$ cat config.mk
export PLATFORM = sky130hd
export DESIGN_NAME = cdb_arbiter
export DESIGN_NICKNAME = d
export VERILOG_FILES = /design/src/rtl/tomasulo_pkg.sv /design/src/rtl/rr_pick.sv /design/src/rtl/cdb_arbiter.sv
export SDC_FILE = /design/constraint.sdc
export NUM_CORES = 1
export LEC_CHECK = 0
export ABC_AREA = 1
export ABC_CLOCK_PERIOD_IN_PS = 5400
export CAP_MARGIN = 0
export CORE_MARGIN = 1
export CORE_UTILIZATION = 43
export CTS_BUF_LIST = sky130_fd_sc_hd__clkbuf_8
export DETAILED_ROUTE_END_ITERATION = 10
export GPL_TIMING_DRIVEN = 1
export PLACE_DENSITY_LB_ADDON = 0.12
export SLEW_MARGIN = 15
export SYNTH_ARGS = -nofsm -noshare
export SYNTH_HDL_FRONTEND = slang
export SYNTH_SLANG_ARGS = --single-unit
$ cat constraint.sdc
create_clock -name clk -period 5.4 [get_ports clk]
set_clock_uncertainty 0.15 [all_clocks]
set_input_delay 1.62 -clock clk [delete_from_list [all_inputs] [get_ports clk]]
set_output_delay 1.62 -clock clk [all_outputs]
set_load 0.005 [all_outputs]
$ cat src/rtl/tomasulo_pkg.sv
// Shared Tomasulo writeback constants and the CDB source binding.
package tomasulo_pkg;

    localparam int unsigned DATA_W      = 32;
    localparam int unsigned TAG_W       = 4;
    localparam int unsigned NUM_CDB_SRC = 4;

    // Binds functional units / load buffers to arbiter request ports.
    typedef enum logic [1:0] {
        SRC_ADD  = 2'd0,
        SRC_MUL  = 2'd1,
        SRC_DIV  = 2'd2,
        SRC_LOAD = 2'd3
    } cdb_src_e;

endpackage : tomasulo_pkg

$ cat src/rtl/rr_pick.sv
// Rotate-and-priority-encode: first requester at or after ptr (or from 0 when fixed).
module rr_pick
    import tomasulo_pkg::*;
#(
    parameter int unsigned NUM_SRC = NUM_CDB_SRC,
    parameter int unsigned SRC_W   = $clog2(NUM_SRC)
) (
    input  logic [NUM_SRC-1:0] req,
    input  logic [SRC_W-1:0]   ptr,
    input  logic               fixed,
    output logic [NUM_SRC-1:0] grant,
    output logic [SRC_W-1:0]   index,
    output logic               any
);

    int unsigned      base;
    logic [SRC_W-1:0] j;

    // Walk indices base, base+1, ... modulo NUM_SRC; first hit wins.
    always_comb begin
        grant = '0;
        index = '0;
        any   = 1'b0;
        j     = '0;
        base  = fixed ? 32'd0 : 32'(ptr);
        for (int k = 0; k < int'(NUM_SRC); k++) begin
            j = SRC_W'((base + 32'(k)) % NUM_SRC);
            if (!any && req[j]) begin
                any      = 1'b1;
                index    = j;
                grant[j] = 1'b1;
            end
        end
    end

endmodule : rr_pick

$ cat src/rtl/cdb_arbiter.sv
// Common data bus arbiter: one grant per cycle, registered one-cycle broadcast.
module cdb_arbiter #(
    parameter int unsigned NUM_SRC = tomasulo_pkg::NUM_CDB_SRC,
    parameter int unsigned DATA_W  = tomasulo_pkg::DATA_W,
    parameter int unsigned TAG_W   = tomasulo_pkg::TAG_W,
    parameter int unsigned CNT_W   = 16,
    localparam int unsigned SRC_W  = $clog2(NUM_SRC)
) (
    input  logic                      clk,
    input  logic                      rst_n,
    input  logic [NUM_SRC-1:0]        req,
    input  logic [NUM_SRC*TAG_W-1:0]  src_tag,
    input  logic [NUM_SRC*DATA_W-1:0] src_data,
    input  logic                      prio_mode,
    input  logic                      flush,
    output logic [NUM_SRC-1:0]        grant,
    output logic                      cdb_valid,
    output logic [TAG_W-1:0]          cdb_tag,
    output logic [DATA_W-1:0]         cdb_data,
    output logic [SRC_W-1:0]          cdb_src,
    output logic [CNT_W-1:0]          conflict_cnt
);

    import tomasulo_pkg::*;

    logic [SRC_W-1:0]   rr_ptr;
    logic [NUM_SRC-1:0] pick_grant;
    logic [SRC_W-1:0]   pick_idx;
    logic               pick_any;
    logic               take;
    logic [TAG_W-1:0]   sel_tag;
    logic [DATA_W-1:0]  sel_data;
    logic [SRC_W-1:0]   next_ptr;

    rr_pick #(
        .NUM_SRC (NUM_SRC),
        .SRC_W   (SRC_W)
    ) u_pick (
        .req   (req),
        .ptr   (rr_ptr),
        .fixed (prio_mode),
        .grant (pick_grant),
        .index (pick_idx),
        .any   (pick_any)
    );

    // Flush and reset both mask the grant; a masked grant consumes nothing.
    assign take     = pick_any && !flush && rst_n;
    assign grant    = take ? pick_grant : '0;
    assign next_ptr = (pick_idx == SRC_W'(NUM_SRC - 1)) ? '0 : pick_idx + SRC_W'(1);

    // One-hot select of the winning source's tag and data.
    always_comb begin
        sel_tag  = '0;
        sel_data = '0;
        for (int i = 0; i < int'(NUM_SRC); i++) begin
            if (pick_grant[i]) begin
                sel_tag  = src_tag[i*TAG_W +: TAG_W];
                sel_data = src_data[i*DATA_W +: DATA_W];
            end
        end
    end

    // Broadcast registers and round-robin pointer.
    always_ff @(posedge clk or negedge rst_n) begin
        if (!rst_n) begin
            cdb_valid <= 1'b0;
            cdb_tag   <= '0;
            cdb_data  <= '0;
            cdb_src   <= '0;
            rr_ptr    <= '0;
        end else if (flush) begin
            cdb_valid <= 1'b0;
            rr_ptr    <= '0;
        end else if (take) begin
            cdb_valid <= 1'b1;
            cdb_tag   <= sel_tag;
            cdb_data  <= sel_data;
            cdb_src   <= pick_idx;
            if (!prio_mode) begin
                rr_ptr <= next_ptr;
            end
        end else begin
            cdb_valid <= 1'b0;
        end
    end

    // Saturating count of contended cycles; only reset clears it.
    always_ff @(posedge clk or negedge rst_n) begin
        if (!rst_n) begin
            conflict_cnt <= '0;
        end else if (!flush && ($countones(req) >= 2) && (conflict_cnt != '1)) begin
            conflict_cnt <= conflict_cnt + CNT_W'(1);
        end
    end

endmodule : cdb_arbiter

==> impl_metrics.env, run 1 <==
export IMPL_num_vias=5147
export IMPL_async_reset_ff_share_pct=100
export IMPL_critPathRequiredTime_ns=3.63
export IMPL_rows=36
export IMPL_cts_made_buffers=9
export IMPL_final_cells=1063
export IMPL_powerDensity_nw_per_um2=271
export IMPL_timing_rr_start="rr_ptr[0]$_DFFE_PN0P_"
export IMPL_grt_max_degree=78
export IMPL_setup_violations_final=0
export IMPL_reg2reg_slack_ns=2.10
export IMPL_cts_root_buffer="clkbuf_8"
export IMPL_dp_cells=1046
export IMPL_cts_tree="built"
export IMPL_slew_headroom_pct=48.6
export IMPL_fin_crit_sh_pct=94.1
export IMPL_yosys_area_top_type="dfrtp_1"
export IMPL_avgSynthCellArea_um2=6.22
export IMPL_die_y_um=103
export IMPL_synth_nets=872
export IMPL_synth_top_area_share_pct=32.3
export IMPL_antenna_cells=0
export IMPL_drc=0
export IMPL_hp_class="register to register"
export IMPL_max_freq_ghz=0.197
export IMPL_ff_latch_area_um2=1430
export IMPL_startpoint_type="input port"
export IMPL_synth_edf_count=0
export IMPL_initial_core_util_pct=44.8
export IMPL_grt_usage_pct=27.4
export IMPL_worst_slew_pin_slew_ns=0.772
export IMPL_cts_reportedPaths_clkPinSlew_ns=0.07
export IMPL_worstSetupPathType="input port to output port"
export IMPL_setup_tns_ns=0
export IMPL_finalCriticalPeriod_ns=5.08
export IMPL_multi_input_area_um2=2470
export IMPL_nets=1087
export IMPL_synth_seq_cells=57
export IMPL_synth_area_leaders="dfrtp_1 (32%), nand2_1 (26%), a21oi_1 (13%), inv_1 (8.1%), ha_1 (2.6%)"
export IMPL_final_hold_viol_count=0
export IMPL_drive_gt1_share_pct=8.28
export IMPL_die_w_um=103
export IMPL_ys_seq_area_share_pct=32.3
export IMPL_clock_sinks=57
export IMPL_syn_area_um2=4420
export IMPL_finalWeightedCongestion=0.846
export IMPL_hold_end="cdb_data[11]$_DFFE_PN0P_"
export IMPL_peakVddDrop_mv=0.191
export IMPL_core_area_um2=9860
export IMPL_hold_start="cdb_data[11]$_DFFE_PN0P_"
export IMPL_drtIter0Drc=174
export IMPL_cts_path_max_buffers=2
export IMPL_netlist_instances=710
export IMPL_synth_most_common_cell="nand2_1"
export IMPL_cp_end_kind="output port"
export IMPL_fillCellCount=835
export IMPL_postCtsHoldBufs=0
export IMPL_antenna_found_initial=0
export IMPL_via_per_inst=4.84
export IMPL_clock_latency_ns=0.34
export IMPL_drv_slew=0
export IMPL_synth_ff_type="dfrtp_1"
export IMPL_p_leak_nw=3.77
export IMPL_dr_pass1_iters=4
export IMPL_routed_wl_um=15000
export IMPL_port_buffers=210
export IMPL_crit_fanout=4
export IMPL_grt_pass1_wl_um=22500
export IMPL_wl_per_cell_um=14.1
export IMPL_syn2layout_area_growth_pct=57.0
export IMPL_synth_commonest_cells="nand2_1 (311), a21oi_1 (112), inv_1 (95), dfrtp_1 (57)"
export IMPL_grt_pass1_vias=4744
export IMPL_ant_nets=0
export IMPL_rr_worst_depth=16
export IMPL_ys_types=29
export IMPL_globalRoute_totalOverflow=0
export IMPL_io_pins=211
export IMPL_crit_reg2reg_capture="cdb_data[6]$_DFFE_PN0P_"
export IMPL_dp_hpwl_um=10700
export IMPL_whs_path_depth=2
export IMPL_status="complete, no violations"
export IMPL_maxCapViolCount=0
export IMPL_grt_setup_unrepaired="false"
export IMPL_critical_path_arrival_ns=3.31
export IMPL_h_tree_depth=3
export IMPL_die_area_um2=10700
export IMPL_ys_warn_count=0
[cell type report]
class / instances / share of cell area (%)
clock buffer: 9 / 1.79
clock inverter: 7 / 0.686
inverter: 102 / 5.52
multi-input combinational: 518 / 35.7
sequential: 57 / 20.6
tap: 133 / 2.40
timing repair buffer: 237 / 33.3
[what timing repair did]
action / in CTS / in global routing
resized for setup: 8 / 16
pin swaps: 1 / 3
setup endpoints to repair: 4 / 2
buffers inserted: 0 / 1
[critical path, stage by stage]
cell,delay [ns]
clkdlybuf4s50_1,0.43
inv_1,0.12
nand3_2,0.10
nand3_2,0.11
nand2_4,0.09
buf_4,0.15
nand2_1,0.06
a21boi_1,0.18
nand3_2,0.09
nand2_1,0.08
inv_1,0.03
dlygate4sd2_1,0.26
[flip-flops by register name (all words and copies together), names as in the netlist]
register / cells
cdb_valid: 1
cdb_data: 32
conflict_cnt: 16
cdb_src: 2
rr_ptr: 2
cdb_tag: 4
[placed cells by master (no fill, tap or decap), types with 2 or more instances in the layout]
master,n
nand3_1,19
nor3_1,5
dfrtp_1,57
inv_2,8
o21ai_0,4
nand3_2,8
a21boi_1,3
a21oi_1,112
clkinv_2,3
ha_1,7
nor2_1,10
clkbuf_8,9
clkdlybuf4s50_1,201
dlygate4sd2_1,2
o211ai_1,2
xnor2_1,4
clkinvlp_4,2
nand4_1,5
buf_4,26
ha_4,2
xor2_1,11
nand2_4,2
nand2_2,6
nor2_4,4
clkinv_4,2
nand2_1,308
inv_1,94
dlymetal6s2s_1,5
[routing by layer]
layer / part of all wire, % / vias to the layer above / GRT usage, %
li1: - / 2621 / -
met1: 43 / 2299 / 33.0
met2: 46 / 191 / 46.3
met3: 8.0 / 36 / 7.06
met4: 3.3 / 0 / 12.1
met5: 0 / - / 0
[report_power, final]
group / total [mW] / switching (mW) / internal (mW)
Sequential: 0.618 / 0.0780 / 0.540
Combinational: 0.908 / 0.435 / 0.472
Clock: 0.355 / 0.190 / 0.165
Total: 1.88 / 0.704 / 1.18
[cells by family (layout without fill, tap and decap cells)]
logic type	Yosys count	count (layout)	synth area share (%)
and+or+nand+nor	370	370	34.3
buffers and inverters	135	355	13.1
AOI/OAI and AO/OA	123	123	14.3
DFF	57	57	32.3
xor gates and xnor gates	15	15	2.98
adders and majority gates	10	10	3.00
[per-stage QoR]
stage | utilization [%] | setup WS [ns] | area, µm² | hold WS, ns | power, mW
6_report | 70.3 | 0.317 | 6930 | 0.331 | 1.88
5_1_grt | 70.3 | 0.219 | 6930 | 0.349 | 2.02
4_1_cts | 69.7 | -0.0114 | 6870 | 0.334 | 1.89
3_5_place_dp | 67.7 | -0.270 | 6680 | 0.314 | 1.52
3_3_place_gp | 67.7 | -0.198 | 6680 | 0.310 | 1.50
2_1_floorplan | - | 0.447 | 4420 | 0.322 | 1.05
[how the worst max path moves through the flow]
stage / from / to / slack [ns]
after floorplan: prio_mode / grant[3] / 0.45
after global placement: prio_mode / grant[0] / -0.20
after detailed placement: prio_mode / grant[0] / -0.27
after CTS: prio_mode / grant[0] / -0.01
after global routing: req[3] / grant[1] / 0.22
final: req[3] / grant[2] / 0.32
Note: power is estimated with default switching activity, not from simulation.
==> run 2, diff against run 1 <==
Settings changed: TNS_END_PERCENT from default to 5.
==> impl_metrics.env, run 2 (synthesized netlist as in run 1, its figures left out) <==
export IMPL_hold_end="cdb_data[11]$_DFFE_PN0P_"
export IMPL_nets=1086
export IMPL_final_hold_viol_count=0
export IMPL_dr_pass1_iters=4
export IMPL_status="complete, no violations"
export IMPL_finalWeightedCongestion=0.846
export IMPL_cts_path_max_buffers=2
export IMPL_drive_gt1_share_pct=8.07
export IMPL_cts_tree="built"
export IMPL_cp_end_kind="output port"
export IMPL_cts_root_buffer="clkbuf_8"
export IMPL_num_vias=5122
export IMPL_final_cell_area_um2=6920
export IMPL_peakVddDrop_mv=0.191
export IMPL_antenna_cells=0
export IMPL_initial_core_util_pct=44.8
export IMPL_grt_max_degree=78
export IMPL_via_per_inst=4.82
export IMPL_h_tree_depth=3
export IMPL_hp_class="register to register"
export IMPL_postCtsHoldBufs=0
export IMPL_layout_setup_ws_ns=0.0842
export IMPL_clock_latency_ns=0.34
export IMPL_hold_ws_ns=0.331
export IMPL_port_buffers=210
export IMPL_worstSetupPathType="input port to output port"
export IMPL_core_area_um2=9860
export IMPL_grt_pass1_wl_um=22500
export IMPL_largest_registers="cdb_data: 32 flops, conflict_cnt: 16 flops, cdb_tag: 4 flops"
export IMPL_die_y_um=103
export IMPL_slew_headroom_pct=48.7
export IMPL_timing_rr_start="rr_ptr[0]$_DFFE_PN0P_"
export IMPL_crit_reg2reg_capture="cdb_data[6]$_DFFE_PN0P_"
export IMPL_fin_crit_sh_pct=98.4
export IMPL_die_w_um=103
export IMPL_p_leak_nw=3.76
export IMPL_drc=0
export IMPL_whs_path_depth=2
export IMPL_dp_hpwl_um=10700
export IMPL_startpoint_type="input port"
export IMPL_finalCriticalPeriod_ns=5.32
export IMPL_die_area_um2=10700
export IMPL_antenna_found_initial=0
export IMPL_dp_cells=1046
export IMPL_largest_reg_flops=32
export IMPL_rr_worst_depth=16
export IMPL_rows=36
export IMPL_setup_violations_final=0
export IMPL_final_common_cell="nand2_1"
export IMPL_utilization_pct=70.1
export IMPL_grt_usage_pct=27.4
export IMPL_wl_per_cell_um=14.1
export IMPL_ant_nets=0
export IMPL_crit_path_start="req[3]"
export IMPL_crit_fanout=4
export IMPL_maxCapViolCount=0
export IMPL_io_pins=211
export IMPL_powerDensity_nw_per_um2=272
export IMPL_postPlaceCellArea_um2=6680
export IMPL_drtIter0Drc=184
export IMPL_cts_reportedPaths_clkPinSlew_ns=0.07
export IMPL_globalRoute_totalOverflow=0
export IMPL_setup_tns_ns=0
export IMPL_p_total_mw=1.88
export IMPL_critPathRequiredTime_ns=3.63
export IMPL_regMostFlops="cdb_data"
export IMPL_hold_start="cdb_data[11]$_DFFE_PN0P_"
export IMPL_routed_wl_um=15000
export IMPL_place_ws_ns=-0.270
export IMPL_cts_made_buffers=9
export IMPL_grt_setup_unrepaired="true"
export IMPL_syn2layout_area_growth_pct=56.7
export IMPL_reg2reg_slack_ns=2.11
export IMPL_postCtsSetupRepairBufs=0
export IMPL_final_cell_mix="nand2_1 (308), clkdlybuf4s50_1 (202), a21oi_1 (112)"
export IMPL_max_freq_ghz=0.188
export IMPL_clock_sinks=57
export IMPL_grt_pass1_vias=4744
export IMPL_drv_slew=0
export IMPL_critical_path_arrival_ns=3.55
export IMPL_worst_slew_pin_slew_ns=0.770
export IMPL_final_cells=1062
[run 2: cell count changes in the layout (fill, tap and decap cells not counted)]
cell and delta:
clkdlybuf4s50_1 +1, nand3_1 +1, dlygate4sd2_1 -1, buf_4 -1
nand3_2 -1
[run 2: how the worst max path moves through the flow]
stage	to	slack [ns]	cells past startpoint
floorplan	grant[3]	0.45	14
global placement	grant[0]	-0.20	15
detailed placement	grant[0]	-0.27	15
CTS	grant[0]	-0.01	15
global route	grant[3]	-0.04	14
finish	grant[3]	0.08	11
[run 2: repair_timing]
| action | CTS | global route |
|---|---|---|
| pin swaps | 0 | 3 |
| endpoints found under the setup margin | 4 | 3 |
| gates resized for setup | 7 | 15 |
[run 2: final cells by class]
class	count	area, µm²
clock buffer	9	124
sequential	57	1430
clock inverter	7	47.5
tap	133	166
inverter	102	383
multi-input combinational	518	2470
fill	836	2950
timing repair buffer	236	2300
[run 2: metal layers]
metal	share of wire, %	wire length (µm)	track usage [%]
met5	0	0	0
met4	3.3	498	12.1
met3	7.7	1160	7.06
met2	46	6930	46.3
met1	43	6430	33.0
[run 2: where the power goes]
part | switching, mW | internal, mW | total (mW) | leakage [nW]
combinational | 0.434 | 0.472 | 0.906 | 2.96
clock | 0.191 | 0.165 | 0.356 | 0.0850
sequential | 0.0779 | 0.540 | 0.618 | 0.714
total | 0.704 | 1.18 | 1.88 | 3.76
[run 2: critical path, cell delays in order]
cell and delay [ns]:
clkdlybuf4s50_1 0.43, inv_1 0.11, nand3_1 0.12, nand3_2 0.12, nand2_4 0.09, buf_4 0.15
a22oi_1 0.22, nand3_2 0.12, nand2_1 0.08, inv_1 0.04, clkdlybuf4s50_1 0.44
==> run 3, diff against run 2 <==
Settings changed: CTS_CLUSTER_DIAMETER from default to 120.
==> results of run 3 <==
Final layout, timing and power as in run 2 (identical DEF).
